File: config.mk
export PLATFORM = sky130hd
export DESIGN_NAME = masked_subbytes_seq
export DESIGN_NICKNAME = d
export VERILOG_FILES = /design/src/rtl/masked_subbytes_seq.sv
export SDC_FILE = /design/constraint.sdc
export NUM_CORES = 1
export LEC_CHECK = 0
export CAP_MARGIN = 20
export CORE_UTILIZATION = 45
export CTS_BUF_LIST = sky130_fd_sc_hd__clkbuf_4 sky130_fd_sc_hd__clkbuf_8 sky130_fd_sc_hd__clkbuf_16
export CTS_CLUSTER_SIZE = 24
export DETAILED_ROUTE_END_ITERATION = 10
export PLACE_DENSITY = 0.78
export SLEW_MARGIN = 5
export SYNTH_ARGS = -nofsm -noshare
export SYNTH_HDL_FRONTEND = slang
export SYNTH_SLANG_ARGS = --single-unit
export TNS_END_PERCENT = 20
File: constraint.sdc
create_clock -name ClkxCI -period 3.35 [get_ports ClkxCI]
set_input_delay 0.335 -clock ClkxCI [delete_from_list [all_inputs] [get_ports ClkxCI]]
set_output_delay 0.335 -clock ClkxCI [all_outputs]
set_load 0.1 [all_outputs]
File: src/rtl/masked_subbytes_seq.sv
// Byte-serial SubBytes sequencer that feeds a pipelined masked S-box and collects its results.
// Optional build macro: SUBBYTES_ZERO_IDLE_EN forces the S-box input to zero whenever no byte is issued.
module masked_subbytes_seq #(
  parameter int SHARES       = 2,
  parameter int NBYTES       = 16,
  parameter int SBOX_LATENCY = 4
) (
  input  logic                       ClkxCI,
  input  logic                       RstxRI,
  input  logic                       StartxSI,
  input  logic [8*NBYTES*SHARES-1:0] _StatexDI,
  output logic [8*NBYTES*SHARES-1:0] _StatexDO,
  output logic                       BusyxSO,
  output logic                       DonexSO,
  output logic [8*SHARES-1:0]        _SboxInxDO,
  input  logic [8*SHARES-1:0]        _SboxOutxDI,
  output logic                       RandEnxSO
);

  localparam int CntWidth = $clog2(NBYTES + 1);

  typedef enum logic [1:0] {
    Idle,
    Feed,
    Drain,
    Done
  } state_t;

  state_t                       StatexDP, StatexDN;
  logic [CntWidth-1:0]          IssueCntxDP, CollectCntxDP;
  logic [SBOX_LATENCY-1:0]      ValidxDP;
  logic [8*NBYTES*SHARES-1:0]   StateInxDP, StateOutxDP;
  logic [8*SHARES-1:0]          SboxInxDP;
  logic [8*SHARES-1:0]          IssueBytexD;
  logic                         AcceptxS, IssuexS, LastIssuexS, CapturexS;

  // NOTE: every signal assigned here gets a default first, so no latch can be inferred.
  always_comb begin
    AcceptxS    = StartxSI && ((StatexDP == Idle) || (StatexDP == Done));
    IssuexS     = (StatexDP == Feed);
    LastIssuexS = IssuexS && (IssueCntxDP == CntWidth'(NBYTES - 1));
    CapturexS   = ValidxDP[SBOX_LATENCY-1];

    // Each share of the current byte is routed on its own; shares are never combined.
    IssueBytexD = '0;
    for (int i = 0; i < SHARES; i++) begin
      IssueBytexD[i*8 +: 8] = StateInxDP[(i*NBYTES + int'(IssueCntxDP))*8 +: 8];
    end
  end

  always_comb begin
    StatexDN = StatexDP;
    unique case (StatexDP)
      Idle:    if (StartxSI) StatexDN = Feed;
      Feed:    if (LastIssuexS) StatexDN = Drain;
      Drain:   if ((ValidxDP == '0) && (CollectCntxDP == CntWidth'(NBYTES))) StatexDN = Done;
      Done:    StatexDN = StartxSI ? Feed : Idle;
      default: StatexDN = Idle;
    endcase
  end

  // NOTE: state is updated with non-blocking assignments only, so every register
  // samples the pre-edge values of the others regardless of statement order.
  always_ff @(posedge ClkxCI) begin
    if (RstxRI) begin
      // NOTE: the state registers are ordinary flops, so resetting them is cheap and
      // guarantees a zero result word after an aborted run.
      StatexDP      <= Idle;
      IssueCntxDP   <= '0;
      CollectCntxDP <= '0;
      ValidxDP      <= '0;
      StateInxDP    <= '0;
      StateOutxDP   <= '0;
      SboxInxDP     <= '0;
    end else begin
      StatexDP <= StatexDN;
      ValidxDP <= (ValidxDP << 1) | SBOX_LATENCY'(IssuexS);

      if (AcceptxS) begin
        StateInxDP  <= _StatexDI;
        IssueCntxDP <= '0;
      end else if (IssuexS) begin
        IssueCntxDP <= IssueCntxDP + 1'b1;
      end

      if (AcceptxS) begin
        CollectCntxDP <= '0;
      end else if (CapturexS) begin
        CollectCntxDP <= CollectCntxDP + 1'b1;
        for (int i = 0; i < SHARES; i++) begin
          StateOutxDP[(i*NBYTES + int'(CollectCntxDP))*8 +: 8] <= _SboxOutxDI[i*8 +: 8];
        end
      end

      if (IssuexS) begin
        SboxInxDP <= IssueBytexD;
      end
`ifdef SUBBYTES_ZERO_IDLE_EN
      else begin
        SboxInxDP <= '0;
      end
`endif
    end
  end

  assign _StatexDO  = StateOutxDP;
  assign _SboxInxDO = SboxInxDP;
  assign BusyxSO    = (StatexDP == Feed) || (StatexDP == Drain);
  assign DonexSO    = (StatexDP == Done);
  assign RandEnxSO  = (StatexDP == Feed) || (ValidxDP != '0);

endmodule

==> flow_summary.toml, run 1 <==
[synth]
ys.warnings.count = 0
async_flop_share_pct = 0
syn_inst = 2637
ys_seq_elements = 544
synthFlopType = "dfxtp_1"
yosysUniqueCellTypes = 72
ys_seq_area_share_pct = 46.9
synth.avg_cell_area_sq_um = 8.81
synth_area_sq_um = 23200
synth_enable_flop_cells = 0
syn_nets = 2924

[floorplan]
rows = 82
start_util_pct = 46.0
die_h_um = 229
die_x_um = 229
dieArea_sq_um = 52600
ios = 550
coreArea_sq_um = 50600

[sta]
drv_slew = 0
min_period_ns = 3.18
max_freq_mhz = 315
setup_viol = 0
grt_setup_unrepaired = "false"
fin_ws_ns = 0.173
skew_ns = 0.0224
slew_headroom_pct = 24.6
fin_tns_setup_ns = 0
hold_violations = 0
worst_pin_slew_ns = 1.12
fin_crit_sh_pct = 94.8

[placed_design]
hpwlAfterDp_um = 60900
gp_congestion = 0.937
dp_slack_ns = 0.0773
port_buffers = 549

[cts]
cts_resized = 0
clk_pin_slew_worst_paths_ns = 0.06
cts_buffer_depth = 3
clock_sink_count = 544
htreeDepth = 2
root_buffer = "clkbuf_16"
cts_hold_buf = 0
numCtsBuffers = 56
clock_latency_ns = 0.62
cts_tree = "yes"
cts_setup_buffers = 0

[power_and_ir_drop]
p_int_mw = 12.8
p_sw_share_pct = 32.0
seqPwrFrac_pct = 40.5
power_frac_comb_pct = 24.7
ir_drop_mv = 0.507
p_clk_share_pct = 34.8
leakage_nw = 10.7
p_per_area_nw_per_um2 = 598
p_switching_mw = 6.05

[drt]
num_vias = 22500
routedWlPerCell_um = 21.8
firstDrtPassIters = 7
ant_nets = 0
drc_errors = 0
drtIter0Drc = 2271
avgViaCountPerCell = 5.87
routed_wl_um = 83800

[cells_and_area]
area_delta_synth_final_pct = 35.9
fin_nets = 3409
drive_gt1_share_pct = 10.4

[run]
drv_cap = 0

[status]
status = "finished clean"

[setup_path]
cp.arrival_ns = 3.74
cp-end-kind = "flip-flop"
start_kind = "flip-flop"
critPathRequiredTime_ns = 3.91
crit_type = "reg -> reg"
crit_fanout = 18

[grt]
track_usage_pct = 30.9
grt-ovfl-total = 0
grt_pass1_vias = 21800
grt_start_max_net_pins = 229
antenna_found_initial = 1
grt_first_pass_wirelength_um = 127000

[worst_hold_path]
hold_path.class = "in -> reg"
-- logic make-up (layout without fill, tap and decap cells) --
| kind of cell | count (synthesis) | after routing | share of synthesized area, % |
|---|---|---|---|
| muxes | 169 | 169 | 10.1 |
| other | 0 | 1 | 0 |
| DFF | 544 | 544 | 46.9 |
| and+or+nand+nor | 1016 | 1016 | 18.8 |
| buffers and inverters | 231 | 761 | 4.08 |
| adders and majority gates | 12 | 12 | 0.646 |
| AOI/OAI and AO/OA | 656 | 656 | 19.1 |
| xor gates and xnor gates | 9 | 9 | 0.452 |
-- worst paths after layout --
path	cells after the start	start	end	slack (ns)
min	2	RstxRI	_StatexDO[238]	0.17
min reg2reg	2	StateInxDP[118]	StateInxDP[118]	0.45
max reg2reg	9	CollectCntxDP[0]	_StatexDO[119]	0.17
max	9	CollectCntxDP[0]	_StatexDO[119]	0.17
-- cells in the mapped netlist (all sizes together) (20+ instances only) --
cell type | count | area, sq um
dfxtp | 544 | 10900
mux2i | 99 | 991
o2bb2ai | 67 | 587
nor2 | 225 | 855
nand3b | 29 | 218
nand3 | 76 | 380
mux2 | 20 | 225
buf | 62 | 314
a211oi | 99 | 878
a311oi | 43 | 377
a21oi | 315 | 1580
mux4 | 50 | 1130
nand2 | 594 | 2230
clkbuf | 154 | 578
-- metrics by stage --
stage	cell area (sq um)	hold WS (ns)	power, mW	instances	utilization (%)
3_5_place_dp	29600	0.443	12.4	3736	58.6
3_3_place_gp	29600	0.439	12.2	3736	58.6
6_report	31600	0.169	18.9	3840	62.4
4_1_cts	31600	0.170	18.9	3839	62.4
5_1_grt	31600	0.185	19.7	3840	62.4
2_1_floorplan	23300	0.432	10.7	2637	-
-- layout by cell type (no fill, tap or decap), types with 50 or more instances in the layout --
cell,count
nand2_1,593
dfxtp_1,541
clkdlybuf4s50_1,538
a21oi_1,312
nor2_1,223
mux2i_1,99
buf_4,88
a211oi_1,78
nand3_1,76
o2bb2ai_1,67
clkbuf_16,57
mux4_2,50
-- power by group through the flow --
stage          sequential, mW  clock [mW]  combinational (mW)
4_1_cts                  7.65        6.60                4.64
6_report                 7.65        6.57                4.67
3_3_place_gp             7.73           0                4.51
2_1_floorplan            7.83           0                2.90
5_1_grt                  7.73        6.89                5.03
3_5_place_dp             7.79           0                4.62
-- cell type report --
class	instances	area [sq um]
clock buffers	80	1690
fillers	4140	19000
clock inverters	23	265
multi-input cells	1862	11400
flip-flops and latches	544	10900
repair buffers	643	6380
diodes	1	2.50
inverters	15	56.3
well taps	672	841
-- sequential cells by signal, indices dropped and copies added (netlist names) --
register	flops
CollectCntxDP	5
IssueCntxDP	5
StateInxDP	256
StatexDP	2
ValidxDP	4
_SboxInxDO	16
_StatexDO	256
-- metal layers --
layer  track usage [%]  vias up  routed length (um)  share of wire, %
met4              18.2        0                5090               6.1
met1              36.9    10600               31000                37
li1                  -    10300                   -                 -
met5                 0        -                   0                 0
met3              6.09      292                7540               9.0
met2              51.6     1297               40100                48
-- critical path, cell delays in order, from the launching register on --
cell	delay [ns]
dfxtp_1	0.31
buf_4	0.19
or3_1	0.40
nor2_1	0.12
ha_1	0.15
or3b_2	0.56
a21o_1	0.35
a21oi_2	0.36
nor3b_1	0.48
a22o_1	0.20
Power figures use the tool's default switching activity.
==> run 2: changes to the inputs <==
clock period = 2.85 ns   (was 3.35 ns; I/O delays follow)
==> run 2 against run 1 <==
Compared with the run above: core utilization down 0.41 points; routed wire length rose by 0.61%; die area unchanged; clock skew shrank 0.0016 ns; critical path depth up 2; power is 15% higher; first-iteration DRC count fell by 9.0%; global-route usage up 0.30 points; fmax is 14% higher; clock power is 11% higher; sequential power increased by 17%; largest cell class unchanged; highest routed layer is now met5.
==> flow_summary.toml, run 2 (same netlist as run 1, synthesis figures left out) <==
[cells_and_area]
final_common_cell = "nand2_1"
layout_common_cells = "593 x nand2_1, 540 x dfxtp_1, 404 x buf_4, 313 x a21oi_1, 273 x clkdlybuf4s50_1"
fin_cells = 3884
regArea_sq_um = 10900
fin_util_pct = 62.0
nFillCells = 4233
multi_input_area_sq_um = 11600
drive_gt1_share_pct = 20.6
fin_nets = 3458
area_delta_synth_final_pct = 35.0

[drt]
firstDrtPassIters = 5
drc_errors = 0
ant_nets = 0
num_vias = 22300
routed_wl_um = 84300
avgViaCountPerCell = 5.75
drtIter0Drc = 2067
routedWlPerCell_um = 21.7

[worst_hold_path]
hold_path.class = "in -> reg"
hold_depth = 2
min_from = "RstxRI"
holdPathEnd = "_SboxInxDO[9]"

[setup_path]
r2r_cells = 11
slowest_stage = "or3b_4"
cp-end-kind = "flip-flop"
crit_type = "reg -> reg"
path_common_cell = "ha_4"
start_kind = "flip-flop"
critPathRequiredTime_ns = 3.34
crit_chain = "inv_1 > ha_4 > nor3b_4 > ha_4 > or3b_4 > nor3_4 > buf_12 > mux2i_1 > buf_4 > nand3b_1 > a21oi_1"
cp.arrival_ns = 3.27
r2r-end = "_StatexDO[22]"
r2r_slack_ns = 0.07
slowest_delay_ns = 0.41
crit_fanout = 41
r2r-start = "CollectCntxDP[1]"

[sta]
skew_ns = 0.0207
grt_setup_unrepaired = "true"
worst_pin_slew_ns = 1.16
fin_crit_sh_pct = 97.6
min_period_ns = 2.78
slew_headroom_pct = 22.8
fin_ws_ns = 0.0687
hold_violations = 0
setup_viol = 0
max_freq_mhz = 360
drv_slew = 0

[cts]
clock_latency_ns = 0.62
root_buffer = "clkbuf_16"
cts_buffer_depth = 3
htreeDepth = 2
clock_sink_count = 544
cts_tree = "yes"
numCtsBuffers = 54
cts_hold_buf = 0
clk_pin_slew_worst_paths_ns = 0.06

[power_and_ir_drop]
leakage_nw = 11.5
p_per_area_nw_per_um2 = 692
ir_drop_mv = 0.464

[grt]
grt-ovfl-total = 0
antenna_found_initial = 3
grt_pass1_vias = 21400
track_usage_pct = 31.2
grt_first_pass_wirelength_um = 128000
grt_start_max_net_pins = 258

[floorplan]
dieArea_sq_um = 52600
rows = 82
ios = 550
coreArea_sq_um = 50600
die_x_um = 229
die_h_um = 229
start_util_pct = 46.0

[status]
status = "finished clean"

[placed_design]
place_inst = 3786
dp_slack_ns = 0.0494
hpwlAfterDp_um = 62500
port_buffers = 549
gp_congestion = 0.950

[run]
drv_cap = 0
-- run 2: cell types whose count changed in the layout (fill, tap and decap cells not counted), moves of 4 or more --
cell,change
buf_4,+316
clkdlybuf4s50_1,-265
a211oi_4,+9
a211oi_2,-7
clkbuf_4,+6
and2_1,-5
clkinv_2,-4
-- run 2: cell type report --
cell class	instances	area share [%]
tap	672	2.68
clock buffer	82	5.24
clock inverter	14	0.538
inverter	15	0.179
antenna	1	0.00798
multi-input combinational	1862	37.1
timing repair buffer	694	19.5
sequential	544	34.7
-- run 2: where the power goes --
group	total, mW	switching [mW]	internal [mW]
combinational	5.46	3.43	2.04
sequential	8.97	0.506	8.47
clock	7.28	3.04	4.24
total	21.7	6.97	14.7
-- run 2: timing repair --
action                                 4_1_cts  5_1_grt
endpoints found under the hold margin        0        0
pin swaps                                    0        2
setup endpoints to repair                    1       43
buffers inserted                             0        1
resized for setup                            1       12
-- run 2: how the worst max path moves through the flow --
stage | slack (ns) | cells past startpoint | startpoint | end
global route | -0.006 | 10 | CollectCntxDP[1] | _StatexDO[124]
floorplan | 0.02 | 12 | CollectCntxDP[0] | _StatexDO[225]
finish | 0.07 | 11 | CollectCntxDP[1] | _StatexDO[22]
detailed placement | 0.05 | 9 | CollectCntxDP[1] | _StatexDO[189]
CTS | 0.09 | 10 | CollectCntxDP[1] | _StatexDO[41]
global placement | 0.14 | 9 | CollectCntxDP[1] | _StatexDO[184]
-- run 2: metal layers --
| layer | GRT usage, % | wire length (um) |
|---|---|---|
| met2 | 52.9 | 40600 |
| met1 | 37.2 | 32600 |
| met5 | 0 | 26 |
| met3 | 6.14 | 6610 |
| met4 | 16.7 | 4520 |
-- run 2: critical path: cells and delay by family, from the launching register on --
family | cells | cell delay (ns)
and+or+nand+nor | 4 | 0.94
AOI/OAI and AO/OA | 1 | 0.06
DFF | 1 | 0.32
buffers and inverters | 3 | 0.57
adders and majority gates | 2 | 0.40
muxes | 1 | 0.34
-- run 2: per-stage QoR --
stage / cell area (sq um) / setup TNS (ns) / total power [mW] / hold WS, ns
floorplan: 23500 / 0 / 12.7 / 0.421
global placement: 29500 / 0 / 14.4 / 0.439
detailed placement: 29500 / 0 / 14.5 / 0.442
CTS: 31300 / 0 / 21.7 / 0.106
global route: 31400 / -0.00642 / 22.6 / 0.157
finish: 31400 / 0 / 21.7 / 0.144
==> run 3: changes to the inputs <==
CAP_MARGIN = 30   (was 20)
==> results of run 3 <==
No change in the layout: final DEF, timing and power equal those of run 2.
